### src/rtl/ex_alu_arbiter.sv
`default_nettype none
// ============================================================================
// Module   : ex_alu_arbiter
// Purpose  : Shares one EX-stage ALU between two issue lanes. A round-robin
//            arbiter grants at most one request per cycle. The granted
//            operation is computed and held in a one-entry result register
//            together with its source lane, tag and illegal-code flag.
// Ports    : clk, rst              - clock, async active-high reset
//            in_valid0/1           - lane request valid
//            out_ready0/1          - lane request accepted this cycle
//            in_ALUFun0/1          - 4-bit ALU function per lane
//            in_dataA0/1           - operand A (shift amount in [4:0])
//            in_dataB0/1           - operand B
//            in_tag0/1             - request tag
//            out_valid / in_ready  - result handshake toward MEM/writeback
//            out_result, out_src,
//            out_tag, out_illegal  - registered result fields
//            out_gnt_cnt0/1        - saturating per-lane grant counters
// Revision : 1.0 - initial release
// ============================================================================
module ex_alu_arbiter #(
  parameter int TAG_W = 4,
  parameter int CNT_W = 16
) (
  input  logic             clk,
  input  logic             rst,
  input  logic             in_valid0,
  output logic             out_ready0,
  input  logic [3:0]       in_ALUFun0,
  input  logic [31:0]      in_dataA0,
  input  logic [31:0]      in_dataB0,
  input  logic [TAG_W-1:0] in_tag0,
  input  logic             in_valid1,
  output logic             out_ready1,
  input  logic [3:0]       in_ALUFun1,
  input  logic [31:0]      in_dataA1,
  input  logic [31:0]      in_dataB1,
  input  logic [TAG_W-1:0] in_tag1,
  output logic             out_valid,
  input  logic             in_ready,
  output logic [31:0]      out_result,
  output logic             out_src,
  output logic [TAG_W-1:0] out_tag,
  output logic             out_illegal,
  output logic [CNT_W-1:0] out_gnt_cnt0,
  output logic [CNT_W-1:0] out_gnt_cnt1
);

  localparam logic [CNT_W-1:0] CNT_MAX = {CNT_W{1'b1}};

  // Priority pointer: lane that wins when both lanes request together.
  logic             ptr;
  logic             slot_free;
  logic             gnt0;
  logic             gnt1;
  logic             accept0;
  logic             accept1;
  logic             accept;
  logic [3:0]       sel_fun;
  logic [31:0]      sel_a;
  logic [31:0]      sel_b;
  logic [TAG_W-1:0] sel_tag;
  logic [31:0]      alu_result;
  logic             alu_illegal;

  assign slot_free = !out_valid || in_ready;
  assign gnt0      = in_valid0 && (!in_valid1 || !ptr);
  assign gnt1      = in_valid1 && (!in_valid0 || ptr);

  // Readies are forced low during reset so no requester sees a handshake
  // that the register will never capture.
  assign out_ready0 = gnt0 && slot_free && !rst;
  assign out_ready1 = gnt1 && slot_free && !rst;

  assign accept0 = in_valid0 && out_ready0;
  assign accept1 = in_valid1 && out_ready1;
  assign accept  = accept0 || accept1;

  // Operand mux: grants are one-hot, so selecting on lane 1 is sufficient.
  assign sel_fun = accept1 ? in_ALUFun1 : in_ALUFun0;
  assign sel_a   = accept1 ? in_dataA1  : in_dataA0;
  assign sel_b   = accept1 ? in_dataB1  : in_dataB0;
  assign sel_tag = accept1 ? in_tag1    : in_tag0;

  always_comb begin
    alu_result  = 32'h0;
    alu_illegal = 1'b0;
    case (sel_fun)
      4'b0000, 4'b0010: alu_result = sel_a + sel_b;
      4'b0001, 4'b0011: alu_result = sel_a - sel_b;
      4'b0100:          alu_result = sel_a & sel_b;
      4'b0101:          alu_result = sel_a | sel_b;
      4'b0110:          alu_result = sel_a ^ sel_b;
      4'b1000:          alu_result = sel_b << sel_a[4:0];
      4'b1001:          alu_result = sel_b >> sel_a[4:0];
      4'b1010:          alu_result = {sel_b[15:0], 16'h0000};
      4'b1100:          alu_result = {31'h0, (sel_a < sel_b)};
      default: begin
        alu_result  = 32'h0;
        alu_illegal = 1'b1;
      end
    endcase
  end

  // Result register: reload on accept (also covers pop+accept in one cycle),
  // otherwise drain on pop. Fields are left untouched when not loading.
  always_ff @(posedge clk or posedge rst) begin
    if (rst) begin
      out_valid   <= 1'b0;
      out_result  <= 32'h0;
      out_src     <= 1'b0;
      out_tag     <= '0;
      out_illegal <= 1'b0;
      ptr         <= 1'b0;
    end else if (accept) begin
      out_valid   <= 1'b1;
      out_result  <= alu_result;
      out_src     <= accept1;
      out_tag     <= sel_tag;
      out_illegal <= alu_illegal;
      ptr         <= !accept1;
    end else if (in_ready) begin
      out_valid   <= 1'b0;
    end
  end

  always_ff @(posedge clk or posedge rst) begin
    if (rst) begin
      out_gnt_cnt0 <= '0;
      out_gnt_cnt1 <= '0;
    end else begin
      if (accept0 && (out_gnt_cnt0 != CNT_MAX)) begin
        out_gnt_cnt0 <= out_gnt_cnt0 + 1'b1;
      end
      if (accept1 && (out_gnt_cnt1 != CNT_MAX)) begin
        out_gnt_cnt1 <= out_gnt_cnt1 + 1'b1;
      end
    end
  end

endmodule
`default_nettype wire
### config.mk
export PLATFORM = sky130hd
export DESIGN_NAME = ex_alu_arbiter
export DESIGN_NICKNAME = d
export VERILOG_FILES = /design/src/rtl/ex_alu_arbiter.sv
export SDC_FILE = /design/constraint.sdc
export NUM_CORES = 1
export LEC_CHECK = 0
export ABC_CLOCK_PERIOD_IN_PS = 5180
export CAP_MARGIN = 0
export CORE_AREA = 2 2 139 208
export DETAILED_ROUTE_END_ITERATION = 8
export DIE_AREA = 0 0 141 210
export PLACE_DENSITY = 0.85
export SETUP_SLACK_MARGIN = 0.02
export SLEW_MARGIN = 25
export SYNTH_ARGS = -nofsm -noshare
export SYNTH_HDL_FRONTEND = slang
export SYNTH_SLANG_ARGS = --single-unit
### constraint.sdc
create_clock -name clk -period 5.18 [get_ports clk]
set_input_delay 1.036 -clock clk [delete_from_list [all_inputs] [get_ports clk]]
set_output_delay 1.036 -clock clk [all_outputs]
set_load 0.01 [all_outputs]
==> run metrics <==
Core Area 27900 um^2; CTS Buffer Depth 2; critical path, cell by cell clkdlybuf4s50_1 -> nor2b_4 -> or4b_4 -> inv_8 -> buf_6 -> mux2_4 -> ha_1 -> buf_4 -> a21o_1 -> and4_1 -> o2111ai_2 -> a21oi_2 -> o21ai_2 -> buf_4 -> nand3_1 -> buf_4 -> mux2i_1 -> nor4_2 -> a31oi_1; P per Cell Area 242 nW/um^2; syn_nets 2117; Final Critical Period 5090 ps; Top Metal Used met5; Warnings, synthesis 0; synthesis-to-layout area growth 36.4%; drt wl/cell 27.6 um; max-slew violations 0; initial antenna violation count 6; first-pass GRT wire length 108000 um; # rows 75; later-pin clock latency in the skew report 370 ps; CTS Root Cell clkbuf_16; Placed Area 18500 um^2; post-CTS setup buffers 0; P_leak 8.74 nW; CP Max Fanout 12; clock slew at reported path FFs 70 ps; register area share after synthesis 0.129; Final Skew 4.20 ps; synth unique cells 94; clock sink count 72; dominant delay contributor by cell family on the critical path buffers and inverters; worst path arrival time approximately 5400 ps; routed length on met3 7520 um; initial cell density of the core 0.503; Slew @ Worst Pin 974 ps; post-synthesis cell count 1868; Setup Viol. Count Final 0; worst hold-check path type register to register; critical path class input pin to register; setup TNS 0 ps; Vias/cell 6.86; die area 29600 um^2; CTS tree yes; GP Congestion 1.14; Max Fclk between 150 and 200 MHz; final hold vios 0; asr flop ratio synth 1.00; final instance area 19100 um^2; slowest CP cell or4b_4; R2R Path Start out_valid; die height 210 um; antenna viol nets, final 0; met2 wire length 32900 um; HP Start out_tag[1]; Pre-antenna DRT Iters 6; PortBufs 221; Top cell by count, worst path buf_4; Overall Power between 0.004 and 0.005 W; CP startpoint in_ready; vias in the first global route 17600; status finished, final reports clean; DR vias 18200; cts bufs inserted 9; #FFs+latches synth 72; CP Buf/Inv Count 6; # DRC 0; max-cap violation count 0; M1 WL 25500 um; CTS H-tree lvls 3; Starting DRT DRC Count 2018; grt total ovfl 0; Tcrit/Tclk final 0.983; drt total wl 73100 um; maximum vdd drop ~180 uV; Layout Nets ~2500; Global Route Usage Sum 0.482; # IOs between 200 and 250; hpwl dp 57800 um; top_reg_cell synth dfrtp_1; unrepaired setup endpoints after global routing yes; EDFF count, synth 0; chip width roughly 140 um; pin count of the biggest net entering global routing 73; CP endpoint kind register; crit-path max cell delay 570 ps; Slew HR 0.344; synthesized area approximately 14000 um^2; startpoint types input pin; worst path required time 5440 ps; layout cells sized above 1 0.215; Syn Area/Cell 7.50 um^2
==> cell usage in the layout, fill, tap and decap left out, types with 30 or more instances in the layout <==
cell type / n
a211oi_1: 30
a21oi_1: 124
buf_4: 298
clkdlybuf4s50_1: 217
dfrtp_1: 72
ha_1: 98
inv_1: 100
mux2_2: 51
mux2i_1: 142
nand2_1: 272
nand3_1: 47
nor2_1: 141
nor3_1: 38
o211ai_1: 36
o21ai_0: 72
==> stage by stage <==
| stage | std cells | util | setup slack (ps) | hold slack [ps] |
|---|---|---|---|---|
| after floorplan | 1868 | - | 20.8 | 485 |
| after global placement | 2624 | 0.665 | -481 | 459 |
| after detailed placement | 2624 | 0.665 | -511 | 466 |
| after CTS | 2640 | 0.677 | -32.7 | 480 |
| after global routing | 2642 | 0.685 | -9.85 | 503 |
| final | 2645 | 0.686 | 90.4 | 482 |
==> what timing repair did <==
action | 4_1_cts | 5_1_grt
gates cloned | 0 | 0
hold buffers | 0 | 0
resized for setup | 7 | 49
pin swaps | 0 | 7
endpoints found under the hold margin | 0 | 0
endpoints found under the setup margin | 5 | 18
==> Yosys cell counts, types with 9 or more instances <==
library cell  number  area, um^2
mux2_2            54         608
a22oi_1           21         158
or3_1             17         106
nand2b_1          25         156
clkbuf_1          46         173
and3_1            24         150
o2111ai_1          9        78.8
ha_1              98        1230
nor2_1           142         533
o21ai_0           75         375
nand2_1          273        1020
a22o_1            10        87.6
o211ai_1          36         270
o21a_1            14         105
o22ai_1           21         131
nand3_1           48         240
a21o_1            14         105
buf_2             51         255
buf_1             12        45.0
xor2_1            17         149
and2_1            11        68.8
a21oi_1          129         646
a211oi_1          34         255
o21bai_1          17         128
dfrtp_1           72        1800
mux4_2            26         586
nor4_1             9        56.3
inv_1            101         379
a2111oi_0         12         105
nor3_1            39         195
a31oi_1           21         131
o221ai_1          10        87.6
a221oi_1          17         149
mux2i_1          150        1500
xnor2_1           27         236
nand4_1           16         100
buf_4              9        67.6
nor2b_1           19         119
==> power breakdown <==
group          switching (W)  internal, W  leakage (nW)
logic                0.00176      0.00140          7.64
registers           0.000107     0.000667         0.956
clock network       0.000310     0.000377         0.146
total                0.00217      0.00244          8.74
==> final timing paths <==
kind / cells past startpoint / slack (ps) / endpoint
worst max-delay path: 19 / 90 / out_result[31]
worst min-delay path: 2 / 480 / out_tag[1]
worst max register to register: 18 / 810 / out_result[31]
worst min register to register: 2 / 480 / out_tag[1]
max in group asynchronous: 4 / 3270 / out_result[6]
min in group asynchronous: 4 / 1340 / out_tag[3]
==> logic make-up (layout without fill, tap and decap cells) <==
| family | after synthesis | count (layout) | synth area share |
|---|---|---|---|
| xor+xnor | 44 | 44 | 0.0275 |
| other cells | 0 | 5 | 0 |
| compound gates | 530 | 530 | 0.266 |
| mux | 236 | 236 | 0.199 |
| fa+ha+maj | 100 | 100 | 0.0904 |
| buf+inv | 233 | 659 | 0.0739 |
| flops | 72 | 72 | 0.129 |
| simple gates | 653 | 653 | 0.215 |
==> layer usage <==
layer	track usage	vias up
met5	0	-
met4	0.373	2
met3	0.116	422
met2	0.766	1363
met1	0.555	8614
li1	-	7754
==> final cells by class <==
| cell class | count | area (um^2) |
|---|---|---|
| Clock buffer | 9 | 225 |
| Antenna cell | 5 | 12.5 |
| Sequential cell | 72 | 1800 |
| Tap cell | 346 | 433 |
| Multi-Input combinational cell | 1563 | 11400 |
| Clock inverter | 7 | 77.6 |
| Timing Repair Buffer | 536 | 4720 |
| Fill cell | 2316 | 8760 |
| Inverter | 107 | 409 |
==> flip-flops by register name, indices dropped and copies added, names as in the netlist <==
register and cells:
out_illegal 1, out_gnt_cnt1 16, out_src 1, ptr 1, out_result 32, out_valid 1, out_tag 4, out_gnt_cnt0 16
==> worst min-delay path: cells and delay by family (launching register included) <==
| family | cells | cell delay [ps] |
|---|---|---|
| AND/OR/NAND/NOR | 2 | 110 |
| flip-flops | 1 | 340 |
Power figures use the tool's default switching activity.
